## config.mk

```make
export PLATFORM = sky130hd
export DESIGN_NAME = infix_to_postfix
export DESIGN_NICKNAME = d
export VERILOG_FILES = /design/src/rtl/infix_to_postfix.sv
export SDC_FILE = /design/constraint.sdc
export NUM_CORES = 1
export LEC_CHECK = 0
export CORE_ASPECT_RATIO = 0.5
export CORE_MARGIN = 2
export CORE_UTILIZATION = 58
export DETAILED_ROUTE_END_ITERATION = 10
export PLACE_DENSITY = 0.86
export SLEW_MARGIN = 30
export SYNTH_ARGS = -nofsm -noshare
export SYNTH_HDL_FRONTEND = slang
export SYNTH_SLANG_ARGS = --single-unit
```

## constraint.sdc

```tcl
create_clock -name CLK -period 25.6 [get_ports CLK]
set_input_delay 3.84 -clock CLK [delete_from_list [all_inputs] [get_ports CLK]]
set_output_delay 3.84 -clock CLK [all_outputs]
set_load 0.1 [all_outputs]
```

## src/rtl/infix_to_postfix.sv

```systemverilog
// Shunting-yard infix-to-postfix converter with an internal operator stack.
// The stack operation of each cycle is exposed on the debug ports for the evaluator.
module infix_to_postfix #(
   parameter int unsigned LENGTH = 11,
   parameter int unsigned WIDTH  = 8
) (
   input  logic                                 CLK,
   input  logic                                 RST,
   input  logic                                 start,
   input  logic [1:0][LENGTH-1:0][WIDTH-1:0]    infix,
   output logic [1:0][LENGTH-1:0][WIDTH-1:0]    postfix,
   output logic                                 busy,
   output logic                                 done,
   output logic                                 error,
   output logic [WIDTH-1:0]                     token,
   output logic [WIDTH-1:0]                     top,
   output logic [2:0]                           opcode,
   output logic [WIDTH-1:0]                     input_data,
   output logic [WIDTH-1:0]                     output_data
);

   localparam int unsigned IW = $clog2(LENGTH + 1);

   localparam logic [WIDTH-1:0] FLAG_OPND = WIDTH'(0);
   localparam logic [WIDTH-1:0] FLAG_OPR  = WIDTH'(1);
   localparam logic [WIDTH-1:0] FLAG_END  = '1;

   localparam logic [WIDTH-1:0] CH_LP  = WIDTH'(40);
   localparam logic [WIDTH-1:0] CH_RP  = WIDTH'(41);
   localparam logic [WIDTH-1:0] CH_MUL = WIDTH'(42);
   localparam logic [WIDTH-1:0] CH_ADD = WIDTH'(43);
   localparam logic [WIDTH-1:0] CH_SUB = WIDTH'(45);
   localparam logic [WIDTH-1:0] CH_DIV = WIDTH'(47);

   localparam logic [2:0] OP_NOP   = 3'd0;
   localparam logic [2:0] OP_PUSH  = 3'd1;
   localparam logic [2:0] OP_POP   = 3'd2;
   localparam logic [2:0] OP_CLEAR = 3'd3;

   typedef enum logic [2:0] {S_IDLE, S_CLEAR, S_SCAN, S_FLUSH, S_DONE} state_t;

   state_t                             r_state, w_state_nxt;
   logic [1:0][LENGTH-1:0][WIDTH-1:0]  r_in;
   logic [1:0][LENGTH-1:0][WIDTH-1:0]  r_post;
   logic [LENGTH-1:0][WIDTH-1:0]       r_stack;
   logic [IW-1:0]                      r_sp;
   logic [IW-1:0]                      r_in_idx;
   logic [IW-1:0]                      r_out_idx;
   logic                               r_err;
   logic                               r_busy;
   logic                               r_done;
   logic                               r_error;
   logic [WIDTH-1:0]                   r_token;
   logic [WIDTH-1:0]                   r_top;
   logic [2:0]                         r_opcode;
   logic [WIDTH-1:0]                   r_input_data;
   logic [WIDTH-1:0]                   r_output_data;

   logic                               w_empty;
   logic [WIDTH-1:0]                   w_top_val;
   logic [WIDTH-1:0]                   w_cur_val;
   logic [WIDTH-1:0]                   w_cur_flag;
   logic [2:0]                         w_op;
   logic [WIDTH-1:0]                   w_push_val;
   logic                               w_emit;
   logic [WIDTH-1:0]                   w_emit_val;
   logic [WIDTH-1:0]                   w_emit_flag;
   logic                               w_in_inc;
   logic                               w_err_set;
   logic                               w_load;
   logic                               w_finish;
   logic [IW-1:0]                      w_idx_nxt;

   function automatic logic [1:0] prec(input logic [WIDTH-1:0] v);
      case (v)
         CH_MUL, CH_DIV: prec = 2'd2;
         CH_ADD, CH_SUB: prec = 2'd1;
         default:        prec = 2'd0;
      endcase
   endfunction

   assign w_empty    = (r_sp == IW'(0));
   assign w_top_val  = w_empty ? '0 : r_stack[r_sp - IW'(1)];
   assign w_cur_val  = (r_in_idx < IW'(LENGTH)) ? r_in[0][r_in_idx] : '0;
   assign w_cur_flag = (r_in_idx < IW'(LENGTH)) ? r_in[1][r_in_idx] : FLAG_END;

   always_ff @(posedge CLK or posedge RST) begin
      if (RST) r_state <= S_IDLE;
      else     r_state <= w_state_nxt;
   end

   // Next state and one conversion action per cycle.
   always_comb begin
      w_state_nxt = r_state;
      w_op        = OP_NOP;
      w_push_val  = '0;
      w_emit      = 1'b0;
      w_emit_val  = '0;
      w_emit_flag = FLAG_OPND;
      w_in_inc    = 1'b0;
      w_err_set   = 1'b0;
      w_load      = 1'b0;
      w_finish    = 1'b0;
      case (r_state)
         S_IDLE: begin
            if (start) begin
               w_load      = 1'b1;
               w_state_nxt = S_CLEAR;
            end
         end
         S_CLEAR: begin
            w_op        = OP_CLEAR;
            w_state_nxt = S_SCAN;
         end
         S_SCAN: begin
            if (r_in_idx == IW'(LENGTH) || w_cur_flag == FLAG_END) begin
               w_state_nxt = S_FLUSH;
            end else if (w_cur_flag == FLAG_OPND) begin
               w_emit     = 1'b1;
               w_emit_val = w_cur_val;
               w_in_inc   = 1'b1;
            end else if (w_cur_flag == FLAG_OPR) begin
               case (w_cur_val)
                  CH_LP: begin
                     w_op       = OP_PUSH;
                     w_push_val = w_cur_val;
                     w_in_inc   = 1'b1;
                  end
                  CH_RP: begin
                     if (w_empty) begin
                        w_err_set = 1'b1;
                        w_in_inc  = 1'b1;
                     end else if (w_top_val == CH_LP) begin
                        w_op     = OP_POP;
                        w_in_inc = 1'b1;
                     end else begin
                        w_op        = OP_POP;
                        w_emit      = 1'b1;
                        w_emit_val  = w_top_val;
                        w_emit_flag = FLAG_OPR;
                     end
                  end
                  CH_ADD, CH_SUB, CH_MUL, CH_DIV: begin
                     if (!w_empty && w_top_val != CH_LP && prec(w_top_val) >= prec(w_cur_val)) begin
                        w_op        = OP_POP;
                        w_emit      = 1'b1;
                        w_emit_val  = w_top_val;
                        w_emit_flag = FLAG_OPR;
                     end else begin
                        w_op       = OP_PUSH;
                        w_push_val = w_cur_val;
                        w_in_inc   = 1'b1;
                     end
                  end
                  default: begin
                     w_err_set = 1'b1;
                     w_in_inc  = 1'b1;
                  end
               endcase
            end else begin
               w_err_set = 1'b1;
               w_in_inc  = 1'b1;
            end
         end
         S_FLUSH: begin
            if (w_empty) begin
               w_finish    = 1'b1;
               w_state_nxt = S_DONE;
            end else begin
               w_op = OP_POP;
               if (w_top_val == CH_LP) begin
                  w_err_set = 1'b1;
               end else begin
                  w_emit      = 1'b1;
                  w_emit_val  = w_top_val;
                  w_emit_flag = FLAG_OPR;
               end
            end
         end
         S_DONE:  w_state_nxt = S_IDLE;
         default: w_state_nxt = S_IDLE;
      endcase
   end

   assign w_idx_nxt = w_load ? IW'(0) : (w_in_inc ? r_in_idx + IW'(1) : r_in_idx);

   // Datapath: input latch, output array, operator stack and debug registers.
   always_ff @(posedge CLK or posedge RST) begin
      if (RST) begin
         r_in          <= '0;
         r_post[0]     <= '0;
         r_post[1]     <= '1;
         r_stack       <= '0;
         r_sp          <= '0;
         r_in_idx      <= '0;
         r_out_idx     <= '0;
         r_err         <= 1'b0;
         r_busy        <= 1'b0;
         r_done        <= 1'b0;
         r_error       <= 1'b0;
         r_token       <= '0;
         r_top         <= '0;
         r_opcode      <= OP_NOP;
         r_input_data  <= '0;
         r_output_data <= '0;
      end else begin
         r_opcode <= w_op;
         r_done   <= w_finish;
         if (w_load) begin
            r_in      <= infix;
            r_post[0] <= '0;
            r_post[1] <= '1;
            r_in_idx  <= '0;
            r_out_idx <= '0;
            r_err     <= 1'b0;
            r_error   <= 1'b0;
            r_busy    <= 1'b1;
         end
         if (w_emit && r_out_idx < IW'(LENGTH)) begin
            r_post[0][r_out_idx] <= w_emit_val;
            r_post[1][r_out_idx] <= w_emit_flag;
            r_out_idx            <= r_out_idx + IW'(1);
         end
         if (w_in_inc)  r_in_idx <= r_in_idx + IW'(1);
         if (w_err_set) r_err    <= 1'b1;
         if (w_finish) begin
            r_busy  <= 1'b0;
            r_error <= r_err;
         end
         if (w_state_nxt == S_SCAN)
            r_token <= (w_idx_nxt < IW'(LENGTH)) ? r_in[0][w_idx_nxt] : '0;
         case (w_op)
            OP_CLEAR: begin
               r_sp  <= '0;
               r_top <= '0;
            end
            OP_PUSH: begin
               if (r_sp < IW'(LENGTH)) begin
                  r_stack[r_sp] <= w_push_val;
                  r_sp          <= r_sp + IW'(1);
                  r_top         <= w_push_val;
               end
               r_input_data <= w_push_val;
            end
            OP_POP: begin
               r_sp          <= r_sp - IW'(1);
               r_output_data <= w_top_val;
               r_top         <= (r_sp > IW'(1)) ? r_stack[r_sp - IW'(2)] : '0;
            end
            default: ;
         endcase
      end
   end

   assign postfix     = r_post;
   assign busy        = r_busy;
   assign done        = r_done;
   assign error       = r_error;
   assign token       = r_token;
   assign top         = r_top;
   assign opcode      = r_opcode;
   assign input_data  = r_input_data;
   assign output_data = r_output_data;

endmodule

```

==> impl_results.md <==
- Core area: 0.0390 sq mm
- Worst Skew: 15.7 ps
- CTS resizes: 0
- RSZ-0062 raised after global routing: false
- Setup-failing EPs final: 0
- DR vias: 17900
- P_leak: 13.5 nW
- Max-slew headroom: 28.7%
- Util after Layout: 73.3%
- Status: finished, final reports clean
- Netlist Area Pre-Place: 0.0230 sq mm
- Num ports: 393
- Syn nets: 2342
- Pre-antenna DRT Iters: 9
- Largest area contributor in the netlist: dfrtp_1
- Clock latency on the worst-skew pair: 580 ps
- Critical Path RT: 26070 ps
- Via-per-instance ratio: 5.89
- Setup TNS: 0 ps
- Chip Width: 285 microns
- Setup crit start kind: flop
- Number of synthesized flops with an enable pin: 0
- Total routed wirelength: 64200 microns
- Slew Limit Fails: 0
- CTS tree: built
- Max Cap Viol: 0
- Final Hold Viols: 0
- Setup Fix Bufs, Post-CTS: 0
- CTS sink cnt: 493
- Slew @ Worst Pin: 1060 ps
- First-pass GRT wire length: 99900 microns
- Ys Warns: 0
- Max Fclk: 127 MHz
- Kind of critical path: flop to flop
- Grt total ovfl: 0
- Area Growth Syn to Fin: 24.3%
- CTS Root Cell: clkbuf_16
- Post-Syn Area per Cell: 10.7 sq um
- WP data arrival: 8350 ps
- Largest net degree at the start of global routing: 182
- 1st-iter DRT viols: 1715
- Yosys cell types: 79
- Final worst-path cycle share: 30.8%
- Number of global-route vias before repair: 18000
- FF+latch count, synth: 493
- Htree depth: 2
- Hold_buf cts: 0
- Share of layout cells above drive strength 1: 14.0%
- Antenna violations before repair: 2
- ANT nets after route: 0
- Wire per inst: 21.2 microns
- Hold crit path type: flop to flop
- GRT Util Overall: 30.9%
- DIE AREA: 0.0413 sq mm
- Clock buffer count from CTS: 43
- Number of core rows: 51
- Die height: 145 microns
- Synth Flop Type: dfrtp_1
- Layout Nets: 2662
- DRC Markers: 0
- Hpwl dp: 44000 microns
- CTS Buffer Depth: 3
- Synth top area share: 44.1%
- R2r setup slk: 17720 ps
- Final-layout fill cell count: 2615
- Cell count after synthesis: 2148
- Post-synth ARST share: 100%
- Max VDD drop: 87.6 uV
- CP Max Fanout: 29
- Worst-path clk slew: 70 ps
- Crit. End Element: flop
- Cell Pwr Density: 133 mW/mm^2
- IO Port Bufs: 391
- Synth area leaders: dfrtp_1, nand2_1, dfstp_2, mux2i_1, mux4_2
- Min cycle time layout: 7880 ps
- Final Wtd Congestion: 0.933
- Initial Util: 58.9%
- Post-synthesis sequential area ratio: 54.2%
## worst paths after layout
| path | start | end | depth (start not counted) |
|---|---|---|---|
| worst max-delay path | r_sp[1] | token[2] | 21 |
| max in group asynchronous | RST | r_in_idx[1] | 5 |
| worst max register to register | r_sp[1] | token[2] | 21 |
| worst min-delay path | input_data[5] | input_data[5] | 1 |
| min in group asynchronous | RST | top[2] | 2 |
| worst min register to register | input_data[5] | input_data[5] | 1 |
## worst max-delay path, stage by stage (launching register included)
cell and delay [ps]:
dfrtp_1 320, buf_4 430, inv_1 230, ha_1 870, buf_4 420, mux4_2 360
mux2i_1 150, o21ai_0 190, or4_1 710, or3_1 450, or3_1 390, ha_1 270
nand2b_1 90, a21oi_1 80, nor3_1 190, o21bai_1 130, o41ai_4 500, mux2i_4 560
clkinv_2 440, nor3_2 620, a2bb2oi_1 150, o221ai_1 220
## area by class of cell
cell class              instances  area (sq um)  area share [%]
clock inverters                27           355            1.24
inverters                      26           106           0.372
clock buffers                  53          1140            4.00
well taps                     530           663            2.32
flip-flops and latches        493         12400            43.6
repair buffers                414          4050            14.2
diodes                          1          2.50         0.00876
multi-input cells            1490          9790            34.3
## synthesized netlist by cell type, types with 5 or more instances
cell type,instances
buf_2,28
or2_2,8
mux2i_1,174
o2bb2ai_1,6
buf_6,8
nand4_1,5
o21ai_1,5
mux2_2,51
nor3_1,10
o22ai_1,14
nor2b_1,16
mux4_1,8
o21ai_0,36
a2bb2oi_1,11
ha_1,15
nand3_2,7
nor2_1,130
a21oi_1,25
nand3_1,20
nand2_1,659
nand2b_1,29
o221ai_1,15
a21o_1,9
dfstp_2,88
mux4_2,58
and2_1,39
clkbuf_1,78
buf_4,5
a22oi_1,11
o21a_1,52
buf_1,16
dfrtp_1,405
a221o_1,6
o22a_1,5
inv_1,24
## layout by cell type (no fill, tap or decap), types with 7 or more instances in the layout
cell type	Yosys	layout
a21o_1	9	9
buf_2	28	20
ha_1	15	15
nor2b_1	16	16
mux4_1	8	8
nand2_1	659	659
nand3_2	7	7
mux2_2	51	51
dfstp_2	88	88
a21oi_1	25	24
inv_1	24	23
a2bb2oi_1	11	10
o21ai_0	36	36
o221ai_1	15	15
a22oi_1	11	11
clkbuf_1	78	7
mux4_2	58	58
bufinv_16	0	7
clkbuf_16	0	43
dfrtp_1	405	403
o22ai_1	14	14
nor3_1	10	9
mux2i_1	174	174
and2_1	39	39
clkdlybuf4s50_1	0	370
buf_4	5	18
or2_2	8	8
clkinv_2	1	11
o21a_1	52	52
nand3_1	20	20
nor2_1	130	128
nand2b_1	29	29
## report_power, final
part / switching [mW] / leakage (nW) / internal (mW)
clock: 0.307 / 0.731 / 0.393
sequential: 0.165 / 6.26 / 1.03
combinational: 1.28 / 6.53 / 0.619
total: 1.75 / 13.5 / 2.05
## state kept, by name, summed over array words and instances, names as in the netlist, 2 cells and up
name and cells:
r_sp 4, r_state 3, input_data 8, token 8, top 8, postfix 176
r_stack 88, r_in 176, output_data 8, r_out_idx 4, opcode 2, r_in_idx 4
## layer usage
layer	GRT usage [%]	part of all wire (%)	vias to the layer above
li1	-	-	7921
met1	40.8	40	8973
met2	51.1	48	788
met3	5.31	6.7	190
met4	13.7	4.6	2
met5	0	0.020	-
## kinds of logic (layout without fill, tap and decap cells)
| family | Yosys count | in the layout | synth area share [%] |
|---|---|---|---|
| compound gates | 233 | 233 | 7.38 |
| other cells | 1 | 2 | 0.0163 |
| flops | 493 | 493 | 54.2 |
| simple gates | 943 | 943 | 17.2 |
| xor+xnor | 6 | 6 | 0.261 |
| fa+ha+maj | 15 | 15 | 0.817 |
| buf+inv | 165 | 520 | 3.39 |
| mux | 292 | 292 | 16.8 |
## per-stage QoR
stage / power, mW / worst slack (ps) / cells / cell area, sq um / hold slack, ps
3_5_place_dp: 3.08 / 17890 / 2952 / 27100 / 458
6_report: 3.80 / 17720 / 3034 / 28600 / 465
2_1_floorplan: 2.64 / 8140 / 2148 / 23000 / 438
3_3_place_gp: 3.03 / 18120 / 2951 / 27100 / 455
5_1_grt: 3.97 / 17420 / 3034 / 28600 / 493
4_1_cts: 3.79 / 17800 / 3032 / 28600 / 473
Power figures use the tool's default switching activity.
